[src/rtl/if_pc_sel_unit_pkg.sv]
// +----------------------------------------------------------------------------+
// | Package    : if_pkg                                                        |
// | Description: Shared widths, branch opcode default and fetch-state encoding |
// |              for the IF-stage PC sequencer.                                |
// | Revision   : 1.0                                                           |
// +----------------------------------------------------------------------------+
`default_nettype none

package if_pkg;

    localparam int          PC_W          = 32;
    localparam int          INSTR_BYTES   = 4;
    localparam logic [5:0]  BR_OPCODE_DEF = 6'b000100;

    typedef enum logic [1:0] {
        BOOT  = 2'd0,
        RUN   = 2'd1,
        HOLD  = 2'd2,
        REDIR = 2'd3
    } fetch_state_e;

endpackage

`default_nettype wire

[src/rtl/if_pc_sel_unit_if.sv]
// +----------------------------------------------------------------------------+
// | Interface  : if_pc_sel_unit_if                                             |
// | Description: Fetch-side bus between the PC sequencer (master) and the      |
// |              branch handler / IF-ID register (slave). IF_PERF_CNT_EN adds |
// |              the performance counter outputs.                              |
// | Revision   : 1.0                                                           |
// +----------------------------------------------------------------------------+
`default_nettype none

interface if_pc_sel_unit_if;
    import if_pkg::*;

    logic [31:0]     instr_IF;
    logic            br_prediction;
    logic            branch_hazard_stall;
    logic            load_use_stall;
    logic            flush;
    logic [PC_W-1:0] pc_IF;
    logic [PC_W-1:0] pc_plus4_IF;
    logic            IFID_write_en;
    logic            IFID_flush;
    logic            br_valid_ID;
    logic [PC_W-1:0] alt_pc_ID;
`ifdef IF_PERF_CNT_EN
    logic [31:0]     flush_cnt;
    logic [31:0]     stall_cnt;
`endif

    modport master (
        input  instr_IF, br_prediction, branch_hazard_stall, load_use_stall, flush,
`ifdef IF_PERF_CNT_EN
        output flush_cnt, stall_cnt,
`endif
        output pc_IF, pc_plus4_IF, IFID_write_en, IFID_flush, br_valid_ID, alt_pc_ID
    );

    modport slave (
        output instr_IF, br_prediction, branch_hazard_stall, load_use_stall, flush,
`ifdef IF_PERF_CNT_EN
        input  flush_cnt, stall_cnt,
`endif
        input  pc_IF, pc_plus4_IF, IFID_write_en, IFID_flush, br_valid_ID, alt_pc_ID
    );

endinterface

`default_nettype wire

[src/rtl/if_pc_sel_unit_brnch_target_calc.sv]
// +----------------------------------------------------------------------------+
// | Module     : if_brnch_target_calc                                          |
// | Description: Combinational conditional-branch detect and PC-relative       |
// |              target adder; kept standalone so a BTB can reuse it.          |
// | Revision   : 1.0                                                           |
// +----------------------------------------------------------------------------+
`default_nettype none

module if_brnch_target_calc
    import if_pkg::*;
#(
    parameter logic [5:0] BR_OPCODE = BR_OPCODE_DEF
) (
    input  wire logic            i_if_valid,
    input  wire logic [PC_W-1:0] i_pc,
    input  wire logic [31:0]     i_instr,
    output logic                 o_br,
    output logic [PC_W-1:0]      o_target
);

    logic [PC_W-1:0] w_offset;
    logic            w_unused;

    assign w_offset = {{14{i_instr[15]}}, i_instr[15:0], 2'b00};
    assign o_br     = i_if_valid && (i_instr[31:26] == BR_OPCODE);
    // Modulo-2^32 add: wrapping past the top of the address space is intended.
    assign o_target = i_pc + PC_W'(INSTR_BYTES) + w_offset;
    assign w_unused = &{1'b0, i_instr[25:16]};

endmodule

`default_nettype wire

[src/rtl/if_pc_sel_unit.sv]
// +----------------------------------------------------------------------------+
// | Module     : if_pc_sel_unit                                                |
// | Description: IF-stage PC sequencer: sequential / predicted / hold /        |
// |              mispredict-recovery next-PC select and IF/ID control.         |
// |              Optional macro IF_PERF_CNT_EN adds flush/stall counters.      |
// | Revision   : 1.0                                                           |
// +----------------------------------------------------------------------------+
`default_nettype none

module if_pc_sel_unit
    import if_pkg::*;
#(
    parameter logic [PC_W-1:0] PC_RESET_VEC = 32'h0000_0000,
    parameter logic [5:0]      BR_OPCODE    = BR_OPCODE_DEF
) (
    input  wire logic         clk,
    input  wire logic         rst,
    if_pc_sel_unit_if.master  bus
);

    fetch_state_e    r_state;
    fetch_state_e    w_state_nxt;
    logic [PC_W-1:0] r_pc;
    logic [PC_W-1:0] w_pc_nxt;
    logic [PC_W-1:0] w_pc_plus4;
    logic [PC_W-1:0] w_target;
    logic [PC_W-1:0] r_alt_pc;
    logic            r_br_valid;
    logic            w_if_valid;
    logic            w_br_if;
    logic            w_stall;
    logic            w_flush_eff;
    logic            w_write_en;

    assign w_if_valid  = (r_state != BOOT);
    assign w_pc_plus4  = r_pc + PC_W'(INSTR_BYTES);
    assign w_stall     = bus.branch_hazard_stall | bus.load_use_stall;
    assign w_flush_eff = bus.flush & r_br_valid;
    assign w_write_en  = !w_stall | w_flush_eff;

    if_brnch_target_calc #(
        .BR_OPCODE (BR_OPCODE)
    ) u_target_calc (
        .i_if_valid (w_if_valid),
        .i_pc       (r_pc),
        .i_instr    (bus.instr_IF),
        .o_br       (w_br_if),
        .o_target   (w_target)
    );

    // Recovery outranks stall so a mispredict can never be held off.
    always_comb begin
        w_pc_nxt    = w_pc_plus4;
        w_state_nxt = RUN;
        if (w_flush_eff) begin
            w_pc_nxt = r_alt_pc;
        end else if (w_stall) begin
            w_pc_nxt = r_pc;
        end else if (w_br_if && bus.br_prediction) begin
            w_pc_nxt = w_target;
        end
        if (r_state != BOOT) begin
            if (w_flush_eff) begin
                w_state_nxt = REDIR;
            end else if (w_stall) begin
                w_state_nxt = HOLD;
            end
        end
    end

    always_ff @(posedge clk or posedge rst) begin
        if (rst) begin
            r_state    <= BOOT;
            r_pc       <= PC_RESET_VEC;
            r_br_valid <= 1'b0;
            r_alt_pc   <= '0;
        end else begin
            r_state <= w_state_nxt;
            r_pc    <= w_pc_nxt;
            if (w_flush_eff) begin
                r_br_valid <= 1'b0;
                r_alt_pc   <= '0;
            end else if (w_write_en) begin
                r_br_valid <= w_br_if;
                // Record the path not taken so ID can redirect in one cycle.
                r_alt_pc   <= !w_br_if           ? '0 :
                              bus.br_prediction  ? w_pc_plus4 : w_target;
            end
        end
    end

    assign bus.pc_IF         = r_pc;
    assign bus.pc_plus4_IF   = w_pc_plus4;
    assign bus.IFID_write_en = rst | w_write_en;
    assign bus.IFID_flush    = w_flush_eff | (r_state == BOOT);
    assign bus.br_valid_ID   = r_br_valid;
    assign bus.alt_pc_ID     = r_alt_pc;

`ifdef IF_PERF_CNT_EN
    logic [31:0] r_flush_cnt;
    logic [31:0] r_stall_cnt;

    always_ff @(posedge clk or posedge rst) begin
        if (rst) begin
            r_flush_cnt <= '0;
            r_stall_cnt <= '0;
        end else begin
            if (w_flush_eff && (r_flush_cnt != 32'hFFFF_FFFF)) begin
                r_flush_cnt <= r_flush_cnt + 32'd1;
            end
            if ((r_state == HOLD) && (r_stall_cnt != 32'hFFFF_FFFF)) begin
                r_stall_cnt <= r_stall_cnt + 32'd1;
            end
        end
    end

    assign bus.flush_cnt = r_flush_cnt;
    assign bus.stall_cnt = r_stall_cnt;
`endif

`ifndef SYNTHESIS
    // The recovery cycle never holds a branch in ID, so a back-to-back flush cannot occur.
    a_no_flush_in_redir : assert property (@(posedge clk) disable iff (rst)
        (r_state == REDIR) |-> !r_br_valid);
`endif

endmodule

`default_nettype wire
[src/flat_wrapper.sv]
// flat-port wrapper written by rule: the top's interface ports become plain ports
module if_pc_sel_unit_flat import if_pkg::*;
#(
    parameter logic [PC_W-1:0] PC_RESET_VEC = 32'h0000_0000,
    parameter logic [5:0]      BR_OPCODE    = BR_OPCODE_DEF
)
  (clk, rst, bus_instr_IF, bus_br_prediction, bus_branch_hazard_stall, bus_load_use_stall, bus_flush, bus_pc_IF, bus_pc_plus4_IF, bus_IFID_write_en, bus_IFID_flush, bus_br_valid_ID, bus_alt_pc_ID);
  if_pc_sel_unit_if bus_i ();
  input  wire logic clk;
  input  wire logic rst;
  input wire logic [$bits(bus_i.instr_IF)-1:0] bus_instr_IF;
  input wire logic [$bits(bus_i.br_prediction)-1:0] bus_br_prediction;
  input wire logic [$bits(bus_i.branch_hazard_stall)-1:0] bus_branch_hazard_stall;
  input wire logic [$bits(bus_i.load_use_stall)-1:0] bus_load_use_stall;
  input wire logic [$bits(bus_i.flush)-1:0] bus_flush;
  output wire logic [$bits(bus_i.pc_IF)-1:0] bus_pc_IF;
  output wire logic [$bits(bus_i.pc_plus4_IF)-1:0] bus_pc_plus4_IF;
  output wire logic [$bits(bus_i.IFID_write_en)-1:0] bus_IFID_write_en;
  output wire logic [$bits(bus_i.IFID_flush)-1:0] bus_IFID_flush;
  output wire logic [$bits(bus_i.br_valid_ID)-1:0] bus_br_valid_ID;
  output wire logic [$bits(bus_i.alt_pc_ID)-1:0] bus_alt_pc_ID;
  assign bus_i.instr_IF = bus_instr_IF;
  assign bus_i.br_prediction = bus_br_prediction;
  assign bus_i.branch_hazard_stall = bus_branch_hazard_stall;
  assign bus_i.load_use_stall = bus_load_use_stall;
  assign bus_i.flush = bus_flush;
  assign bus_pc_IF = bus_i.pc_IF;
  assign bus_pc_plus4_IF = bus_i.pc_plus4_IF;
  assign bus_IFID_write_en = bus_i.IFID_write_en;
  assign bus_IFID_flush = bus_i.IFID_flush;
  assign bus_br_valid_ID = bus_i.br_valid_ID;
  assign bus_alt_pc_ID = bus_i.alt_pc_ID;
  if_pc_sel_unit #(.PC_RESET_VEC(PC_RESET_VEC), .BR_OPCODE(BR_OPCODE)) u_core (.clk(clk), .rst(rst), .bus(bus_i));
endmodule
[config.mk]
export PLATFORM = sky130hd
export DESIGN_NAME = if_pc_sel_unit_flat
export DESIGN_NICKNAME = d
export VERILOG_FILES = /design/src/rtl/if_pc_sel_unit_pkg.sv /design/src/rtl/if_pc_sel_unit_if.sv /design/src/rtl/if_pc_sel_unit_brnch_target_calc.sv /design/src/rtl/if_pc_sel_unit.sv /design/src/flat_wrapper.sv
export SDC_FILE = /design/constraint.sdc
export NUM_CORES = 1
export LEC_CHECK = 0
export ABC_AREA = 1
export CAP_MARGIN = 30
export CELL_PAD_IN_SITES_DETAIL_PLACEMENT = 0
export CELL_PAD_IN_SITES_GLOBAL_PLACEMENT = 2
export CORE_ASPECT_RATIO = 0.7
export CORE_MARGIN = 1.5
export CORE_UTILIZATION = 25
export DETAILED_ROUTE_END_ITERATION = 6
export PLACE_DENSITY_LB_ADDON = 0.1
export SLEW_MARGIN = 20
export SYNTH_ARGS = -nofsm -noshare
export SYNTH_HDL_FRONTEND = slang
export SYNTH_SLANG_ARGS = --single-unit
[constraint.sdc]
create_clock -name clk -period 2.8 [get_ports clk]
set_input_delay 0.42 -clock clk [delete_from_list [all_inputs] [get_ports clk]]
set_output_delay 0.42 -clock clk [all_outputs]
set_load 0.005 [all_outputs]
---- After elaboration in Yosys (flattened, before gate mapping) ----
Cells that the tools add are included.
Widths: inputs -> output; s select.
word-level totals
  register bits after elaboration ......... 67
  input port bits ......................... 38
  output and inout bits ................... 99
  word-level logic and storage cells ...... 31
operators by class
  $add $sub $neg .......................... 2
  eq/ne operators ......................... 2
  muxes and demuxes ....................... 12
  bitwise logic cells ..................... 5
  reduce and logical (&&, ||, !) cells .... 6
operators with widths
  kind                   number
  $mux 32                7
  $add 32x3->32 const B  1
  $add 32x32->32         1
  $eq 6x3->1 const B     1
  $mux 2                 3
  $or 1x1->1             4
  $reduce_bool 2->1      2
  $logic_and 1x1->1      2
  $logic_not 2->1        1
  $mux 1                 2
  $ne 2x2->1 const B     1
  $and 1x1->1            1
  $logic_not 1->1        1

---- Depth between registers and ports, before layout ----
Gate-level depths: netlist (run 1).
  word-level depth ........................ 6
  mapped depth ............................ 24
  gate-level depth less buffers ........... 24

---- Hierarchy ----
Synthesis (run 1) repeated with hierarchy kept, for this count alone.
unflattened totals
  cell total of the unflattened synthesis .. 1155
  area total of the unflattened synthesis .. 7014.2 um2
modules (own cells, without submodules)
  module                times used  cells each  area each (um2)
  if_pc_sel_unit        1           672         4372.9
  if_brnch_target_calc  1           483         2641.3

---- Worst setup path before layout (run 1) ----
OpenSTA, ideal clock, no wires.
  kind .................................... register to register
  start ................................... register u_core.r_pc[2] (netlist: u_core.bus.pc_IF[2])
  end ..................................... register u_core.r_alt_pc[29] (netlist: u_core.bus.alt_pc_ID[29])
  setup time .............................. 0.117 ns
  arrival ................................. 2.635 ns
  required time ........................... 2.683 ns
  path slack .............................. 0.048 ns
  cell stages (with the launch flop) ...... 21
  buffers on the path ..................... 0
  cell sequence ........................... dfrtp_1 ha_1 nand2_1 nor2_2 nand2_2 inv_2 nand2_2 nor2_4 xor2_2 inv_2 ha_1 nand2_1 inv_1 a21oi_1 o21ai_0 a21oi_1 nand2_1 nand2_1 nand3_1 nand2_1 nand2_1
on the way
  word-level cells in the longest chain between the ends .. 6
RTL lines
  element                   line                                    source
  start: declaration        if_pc_sel_unit.sv:23                    logic [PC_W-1:0] r_pc;
  start signal: assignment  if_pc_sel_unit.sv:79                    r_pc <= w_pc_nxt;
  $add 32x3->32             if_pc_sel_unit.sv:36                    assign w_pc_plus4 = r_pc + PC_W'(INSTR_BYTES);
  via bus_pc_plus4_IF[16]   flat_wrapper.sv:17                      output wire logic [$bits(bus_i.pc_plus4_IF)-1:0] bus_pc_plus4_IF;
  $add 32x32->32            if_pc_sel_unit_brnch_target_calc.sv:27  assign o_target = i_pc + PC_W'(INSTR_BYTES) + w_offset;
  $mux 32                   if_pc_sel_unit.sv:87                    bus.br_prediction ? w_pc_plus4 : w_target;
  $mux 32                   if_pc_sel_unit.sv:86                    r_alt_pc <= !w_br_if ? '0 :
  $mux 32                   if_pc_sel_unit.sv:83                    end else if (w_write_en) begin
  $mux 32                   if_pc_sel_unit.sv:80                    if (w_flush_eff) begin
  end signal: assignment    if_pc_sel_unit.sv:86
  end: declaration          if_pc_sel_unit.sv:27                    logic [PC_W-1:0] r_alt_pc;
The timed path passes the listed nets, and every way through them passes these cells. The select of a mux whose other input is x is not followed.
A chain may end at the register's enable or synchronous reset.

---- Worst setup path in the final report (run 1) ----
  start ................................... register u_core.r_pc[3] (netlist: u_core.bus.pc_IF[3])
  end ..................................... register u_core.r_pc[25] (netlist: u_core.bus.pc_IF[25])
on the way
  word-level cells in the longest chain between the ends .. 5
RTL lines
  element            line                                                          source
  $add 32x3->32 (*)  if_pc_sel_unit_brnch_target_calc.sv:27, if_pc_sel_unit.sv:36
  $add 32x32->32     if_pc_sel_unit_brnch_target_calc.sv:27
  $mux 32 (*)        if_pc_sel_unit.sv:59                                          end else if (w_br_if && bus.br_prediction) begin
  $mux 32 (*)        if_pc_sel_unit.sv:57                                          end else if (w_stall) begin
  $mux 32 (*)        if_pc_sel_unit.sv:55                                          if (w_flush_eff) begin
Mark *: on every way between the ends. The rest lies on a longest branch, timed or not. The select of a mux whose other input is x is not followed.

==> results of run 1 <==
==> through the flow <==
stage,std cells,setup TNS [ps],hold WS (ps),util,setup slack [ps]
CTS,1760,-1160,240,0.459,-94.7
global placement,1723,-10430,499,0.387,-428
global route,1787,-6430,257,0.496,-266
detailed placement,1723,-11740,507,0.387,-417
finish,1787,-722,247,0.496,-107
floorplan,1053,0,481,-,48.4
==> routing by layer <==
metal	vias to the layer above	global-route usage
li1	4131	-
met1	3896	0.345
met2	165	0.361
met3	22	0.0322
met4	0	0.0490
met5	-	0
==> final timing paths <==
check	start	end	slack [ps]	cells after the start
setup / recovery	u_core.bus.pc_IF[3]	u_core.bus.pc_IF[25]	-110	17
hold / removal	rst	u_core.bus.br_valid_ID	250	2
setup reg to reg	u_core.bus.pc_IF[3]	u_core.bus.pc_IF[25]	-110	17
hold reg to reg	u_core.bus.alt_pc_ID[14]	u_core.bus.alt_pc_ID[14]	510	2
max in group asynchronous	rst	u_core.bus.pc_IF[23]	1700	4
min in group clk	u_core.bus.alt_pc_ID[14]	u_core.bus.alt_pc_ID[14]	510	2
==> power breakdown <==
group	internal [uW]	switching (uW)	leakage (uW)	total (uW)
registers	1080	125	0.000892	1200
logic	2320	2320	0.00540	4640
clock network	827	447	0.000159	1270
==> cells in the mapped netlist, drive strengths merged <==
cell type / count / share of area
nand4: 11 / 0.011
a21o: 2 / 0.0023
nor4: 1 / 0.00096
clkbuf: 18 / 0.011
ha: 38 / 0.073
nor3: 17 / 0.018
fa: 1 / 0.0031
dfrtp: 67 / 0.26
o21ai: 57 / 0.044
and3: 1 / 0.00096
a21oi: 43 / 0.033
xnor2: 6 / 0.0080
and2: 3 / 0.0029
o21bai: 9 / 0.010
o22ai: 4 / 0.0038
inv: 165 / 0.095
xor2: 23 / 0.032
nand3: 102 / 0.079
nand2: 382 / 0.23
nor2: 74 / 0.054
o221ai: 1 / 0.0013
buf: 9 / 0.0080
or2: 3 / 0.0029
o211ai: 15 / 0.018
a22o: 1 / 0.0013
==> logic make-up after synthesis <==
family                     after synthesis
AOI/OAI and AO/OA                      132
xor gates and xnor gates                29
adders and majority gates               39
buffers and inverters                  192
DFF                                     67
and+or+nand+nor                        594
==> critical path, delay by kind of cell, from the launching register on <==
kind            cells  cell delay [ps]
xor+xnor            1              230
simple gates        8              990
compound gates      3              430
buf+inv             3              300
flops               1              370
fa+ha+maj           2              500
==> flip-flops by register name, summed over array words and instances, names as in the netlist <==
name / cells
u_core.r_state: 2
u_core.bus.alt_pc_ID: 32
u_core.bus.br_valid_ID: 1
u_core.bus.pc_IF: 32
==> repair_timing <==
action                     4_1_cts  5_1_grt
gates resized for setup        322      183
buffers inserted                24       29
setup endpoints to repair       63       64
pin swaps                      132      137
==> final cells by class <==
class / count / area share
clock buffers: 12 / 0.0201
clock inverters: 4 / 0.00569
inverters: 165 / 0.0498
multi-input cells: 794 / 0.468
flip-flops and latches: 67 / 0.132
well taps: 331 / 0.0325
repair buffers: 414 / 0.292
==> metrics.md, run 1 <==
| Metric | Value |
|---|---|
| Core outline area | `approximately 0.026 sq mm` |
| Via count of the first global-routing pass | `8,070` |
| Synth unique cells | `39` |
| Commonest non-fill, non-tap cells in the layout | `nand2_1, buf_4, inv_1` |
| Syn avg cell area | `6.20 sq um` |
| Max_cap viols | `0` |
| Seq/Total Area, Yosys | `0.257` |
| Die span in x | `196 microns` |
| M1 wire length | `about 16,000 microns` |
| Via count | `approximately 8,200` |
| XOR/XNOR Fraction of Synth Area | `0.0400` |
| Crit-path cells | `ha_2 -> nand2_2 -> nor2_4 -> nand2_4 -> nor2_4 -> xor2_2 -> inv_2 -> ha_4 -> a21oi_2 -> buf_6 -> buf_4 -> o21bai_1 -> a21oi_2 -> nand4_1 -> nand3_1 -> nand2_1 -> nand2_1` |
| Root Buffer | `clkbuf_16` |
| Arr. time, crit path | `around 3200 ps` |
| Worst vdd rail ir drop | `between 300 and 400 uV` |
| Req. time, crit path | `3070 ps` |
| Clock Sink Count | `67` |
| Io pins | `137` |
| Crit path kind | `flop to flop` |
| Seq cells post-synth | `67` |
| Vias per std cell | `4.60` |
| Worst slew pin tran | `532 ps` |
| Compound-Gate Fraction of Synth Area | `0.114` |
| Post-route cell area | `0.0128 sq mm` |
| CP Launch Type | `flop` |
| F_max | `344 MHz` |
| CTS tree | `yes` |
| Clock-pin slew on the worst setup and hold paths | `around 60 ps` |
| Routed WL | `roughly 32,000 microns` |
| Routed wl met3 | `1170 microns` |
| Largest family of logic cells by synthesized area | `simple AND/OR/NAND/NOR gates` |
| Cells after synthesis | `approximately 1,100` |
| Worst Path Max Fanout | `7` |
| Diode count | `0` |
| Flip-flop and latch area | `0.00169 sq mm` |
| DRT iter0 DRCs | `467` |
| Site Rows | `49` |
| Layout cells sized above 1 | `0.468` |
| Max incr delay on CP | `370 ps` |
| Post-synthesis simple-gate area fraction | `0.399` |
| Post-route DRC | `0` |
| Hold Vio Cnt, Final | `0` |
| DR pass1 iterations | `5` |
| Power Dens Cells | `roughly 560 mW/mm^2` |
| Largest net degree at the start of global routing | `67` |
| Final Setup Violations | `13` |
| Initial Util | `0.254` |
| Adder-Cell Fraction of Synth Area | `0.0759` |
| Met2 wire length | `14,300 microns` |
| Port Buffer Count | `126` |
| Hold Path Class | `primary input to async pin` |
| Drt wl/cell | `approximately 18 microns` |
| Final HPWL DP | `24,400 microns` |
| Uppermost layer routed | `met4` |
| # nets final | `1,528` |
| Hold_buf cts | `0` |
| Mux share of post-synthesis cell area | `0` |
| GRT Total Usage | `0.234` |
| Syn Nets | `approximately 1,100` |
| Synth Cell Area | `approximately 0.0065 sq mm` |
| PnR Total Power | `7110 uW` |
| Relative slew slack | `0.645` |
| Full die area | `0.0271 sq mm` |
| Filler cell count | `around 2,600` |
| Leak | `0.00645 uW` |
| Antenna violations before repair | `0` |
| Yosys warnings | `0` |
| CP max-delay cell | `dfrtp_1` |
| Outcome | `finished, violations left` |
| Final cycle utilization of the critical path | `1.04` |
| CTS buffer count | `9` |
| First-pass GRT wire length | `47,700 microns` |
| Fin crit period | `between 2000 and 3000 ps` |
| Total gr overflow | `0` |
| Clock skew | `8.31 ps` |
| CP Capture Type | `flop` |
| Placed instance area | `0.00994 sq mm` |
| H-tree lvl count | `3` |
| Violated checks | `setup timing` |
| Antenna-violating nets left | `0` |
| Die Ht | `138 microns` |
| RSZ-0062 raised after global routing | `yes` |
| Area Overhead vs Synth | `95.2%` |
| Most common cell after layout, fill and taps aside | `nand2_1` |
| Placer Congestion | `0.872` |
| Final WS setup | `-107 ps` |
| Worst skew pair latency | `340 ps` |
| Footprint of the multi-input gates | `0.00596 sq mm` |
| Clk buf depth | `2` |
| Max Slew Vio Count | `0` |
(Power assumes the default switching activity.)
==> run 2, diff against run 1 <==
--- a/config.mk
+++ b/config.mk
@@ -11,7 +11,8 @@
 export CELL_PAD_IN_SITES_GLOBAL_PLACEMENT = 2
 export CORE_ASPECT_RATIO = 0.7
 export CORE_MARGIN = 1.5
-export CORE_UTILIZATION = 25
+export CORE_UTILIZATION = 27
+export CTS_CLUSTER_SIZE = 25
 export DETAILED_ROUTE_END_ITERATION = 6
 export PLACE_DENSITY_LB_ADDON = 0.1
 export SLEW_MARGIN = 20
==> constraint.sdc (replaced) <==
create_clock -name clk -period 2.94 [get_ports clk]
set_input_delay 0.441 -clock clk [delete_from_list [all_inputs] [get_ports clk]]
set_output_delay 0.441 -clock clk [all_outputs]
set_load 0.005 [all_outputs]
==> run 2 against run 1 <==
The flow now finishes without violations. Utilization fell by 1.6 points. Die area decreased by 7.3%. Critical path depth rose by 5. Critical endpoint is now u_core.bus.alt_pc_ID[30]. Highest routed layer unchanged.
==> metrics.md, run 2 (synthesis results as in run 1) <==
| Metric | Value |
|---|---|
| CP Capture Type | `flop` |
| R2R setup slack | `30 ps (+140 ps)` |
| Hold path endpoint | `u_core.bus.br_valid_ID` |
| Diode count | `0 (unchanged)` |
| RR Endpoint | `u_core.bus.alt_pc_ID[30]` |
| Worst skew pair latency | `350 ps (about the same)` |
| Max Slew Vio Count | `0 (unchanged)` |
| Worst slew pin tran | `529 ps (-3.02 ps)` |
| Clock Sink Count | `67 (unchanged)` |
| Hold_ws | `514 ps (+267 ps)` |
| CP max-delay cell | `dfrtp_1` |
| Clock skew | `8.46 ps (+0.152 ps)` |
| Initial Util | `0.276 (+0.0213)` |
| Worst R2R Path Depth | `22 (+5)` |
| Commonest non-fill, non-tap cells in the layout | `nand2_1, buf_4, inv_1` |
| GRT Total Usage | `0.236 (+0.00262)` |
| GRT busiest layer | `met2` |
| Via count of the first global-routing pass | `7,564 (-6.3%)` |
| DRT iter0 DRCs | `474 (+1.5%)` |
| Full die area | `0.0251 sq mm (-7.3%)` |
| Relative slew slack | `0.647 (+0.00201)` |
| DR pass1 iterations | `7 (+2)` |
| Area Overhead vs Synth | `74.3%` |
| Leak | `0.00574 uW (-11%)` |
| CTS buffer count | `9 (unchanged)` |
| Routed WL | `30,100 microns (-5.3%)` |
| Io pins | `137 (unchanged)` |
| Max incr delay on CP | `390 ps (+20 ps)` |
| CP Launch Type | `flop` |
| Fin util | `0.480 (-0.0160)` |
| Reg2reg start | `u_core.bus.pc_IF[12]` |
| Worst hold stages | `2` |
| H-tree lvl count | `3 (unchanged)` |
| First-pass GRT wire length | `44,500 microns (-6.7%)` |
| Comb power frac | `0.604 (-0.048)` |
| Final WS setup | `30.3 ps (+137 ps)` |
| Cell mode on critical path | `nand2_1` |
| Sw frac | `0.406 (about the same)` |
| Worst Path Max Fanout | `4 (-3)` |
| # nets final | `1,459 (-4.5%)` |
| Port Buffer Count | `126 (unchanged)` |
| Hold Vio Cnt, Final | `0 (unchanged)` |
| Final HPWL DP | `23,400 microns (-4.0%)` |
| Site Rows | `47 (-4.1%)` |
| CP startpoint | `u_core.bus.pc_IF[12]` |
| Die span in x | `189 microns (-3.7%)` |
| Delay-heaviest family, CP | `simple AND/OR/NAND/NOR gates` |
| Final cycle utilization of the critical path | `0.990 (-0.0485)` |
| Net Sw Power | `2490 uW (-14%)` |
| Clock-pin slew on the worst setup and hold paths | `60 ps (about the same)` |
| Hold Path Class | `flop to flop` |
| Post-route DRC | `0 (unchanged)` |
| Critical path buffers and inverters | `4 (+1)` |
| Die Ht | `133 microns (-3.7%)` |
| F_max | `344 MHz (about the same)` |
| PnR Total Power | `6140 uW (-14%)` |
| Max_cap viols | `0 (unchanged)` |
| Int Pwr | `3650 uW (-14%)` |
| Via count | `7,996 (-2.7%)` |
| Hold_sp | `u_core.bus.br_valid_ID` |
| Antenna-violating nets left | `0 (unchanged)` |
| Layout cells sized above 1 | `0.372 (-0.0957)` |
| Total gr overflow | `0 (unchanged)` |
| Vias per std cell | `4.69 (+2.0%)` |
| Worst vdd rail ir drop | `288 uV (-8.5%)` |
| Largest net degree at the start of global routing | `42 (-37%)` |
| Fin crit period | `2910 ps (+2.80 ps)` |
| Seq pwr share | `0.187 (+0.018)` |
| Clk buf depth | `2 (unchanged)` |
| Most common cell after layout, fill and taps aside | `nand2_1` |
| GR Util met3 | `0.0382 (+0.00600)` |
| CTS tree | `yes` |
| Outcome | `completed` |
| Final Setup Violations | `0 (-13)` |
| Core outline area | `0.0237 sq mm (-7.7%)` |
| Req. time, crit path | `3170 ps (+100 ps)` |
| RSZ-0062 raised after global routing | `yes` |
| Placer Congestion | `0.913 (+4.7%)` |
| Root Buffer | `clkbuf_16` |
| Antenna violations before repair | `0 (unchanged)` |
| Crit-path cells | `nand2_4 -> buf_4 -> nor2_4 -> nand2_4 -> nor2_8 -> buf_6 -> xor2_2 -> buf_6 -> ha_1 -> nand2_1 -> nand2_2 -> buf_4 -> nand2_1 -> nand2_2 -> nand2_2 -> nand3_4 -> a21oi_4 -> nand2_1 -> nand2_2 -> nand3_2 -> nand2_1 -> nand2_1` |
| Drt wl/cell | `17.7 microns (-0.80%)` |
| Met1 Use GR | `0.347 (+0.00237)` |
| Hold_buf cts | `0 (unchanged)` |
| Worst slack, placed | `-263 ps (+154 ps)` |
| Power Dens Cells | `539 mW/mm^2 (-3.4%)` |
| Crit path kind | `flop to flop` |
| Power share of the clock group | `0.209 (+0.030)` |
| Global Route met2 Usage | `0.373 (+0.0122)` |
| Arr. time, crit path | `3140 ps (-40 ps)` |
## run 2: changes by cell type in the layout (fill, tap and decap cells not counted), sizes merged
cell	change
buf	-70
clkdlybuf4s50	+15
dlymetal6s2s	-10
dlygate4sd2	-3
clkbuf	+1
clkdlybuf4s15	-1
clkinv	-1
clkinvlp	+1
inv	-1
## run 2: layout make-up
class | instances | area, sq um
Inverter | 165 | 639
Fill cell | 2436 | 12300
Timing Repair Buffer | 345 | 3010
Clock inverter | 3 | 67.6
Sequential cell | 67 | 1680
Multi-Input combinational cell | 794 | 5310
Tap cell | 318 | 398
Clock buffer | 13 | 280
## run 2: worst max path at each step
| stage | slack (ps) | cells past startpoint | end |
|---|---|---|---|
| 2_1_floorplan | 190 | 20 | u_core.bus.alt_pc_ID[29] |
| 3_3_place_gp | -300 | 18 | u_core.bus.alt_pc_ID[28] |
| 3_5_place_dp | -260 | 18 | u_core.bus.alt_pc_ID[28] |
| 4_1_cts | -60 | 22 | u_core.bus.alt_pc_ID[30] |
| 5_1_grt | -130 | 22 | u_core.bus.alt_pc_ID[30] |
| 6_report | 30 | 22 | u_core.bus.alt_pc_ID[30] |
## run 2: what timing repair did
item / in CTS / in global routing
buffers inserted: 6 / 19
pin swaps: 25 / 101
setup endpoints to repair: 43 / 60
hold endpoints to repair: 0 / 0
gates resized for setup: 98 / 219
## run 2: power groups by stage
stage	Combinational (uW)	Sequential, uW	Clock, uW
6_report	3700	1150	1280
5_1_grt	4030	1160	1340
4_1_cts	3240	1140	1290
3_5_place_dp	3010	1150	0
3_3_place_gp	3020	1150	0
2_1_floorplan	1310	1160	0
## run 2: layer usage
layer | wire length, microns | part of all wire | vias to the layer above
li1 | - | - | 3994
met1 | 15100 | 0.50 | 3805
met2 | 13500 | 0.45 | 183
met3 | 1350 | 0.045 | 14
met4 | 187 | 0.0062 | 0
met5 | 0 | 0 | -
## run 2: worst register-to-register path, delay by kind of cell, from the launching register on
kind | cells | cell delay [ps]
xor gates and xnor gates | 1 | 160
and+or+nand+nor | 15 | 1260
DFF | 1 | 390
buffers and inverters | 4 | 540
AOI/OAI and AO/OA | 1 | 170
adders and majority gates | 1 | 250
## run 2: metrics by stage
stage	std cells	area (sq um)	TNS (ps)
6_report	1705	11400	0
5_1_grt	1705	11400	-1260
4_1_cts	1686	10400	-328
3_5_place_dp	1664	9570	-4870
3_3_place_gp	1664	9570	-5990
2_1_floorplan	1053	6530	0
==> run 3, diff against run 2 <==
--- a/config.mk
+++ b/config.mk
@@ -6,7 +6,7 @@
 export NUM_CORES = 1
 export LEC_CHECK = 0
 export ABC_AREA = 1
-export CAP_MARGIN = 30
+export CAP_MARGIN = 20
 export CELL_PAD_IN_SITES_DETAIL_PLACEMENT = 0
 export CELL_PAD_IN_SITES_GLOBAL_PLACEMENT = 2
 export CORE_ASPECT_RATIO = 0.7
==> results of run 3 <==
The final DEF is identical to that of run 2; final timing and power are the same.
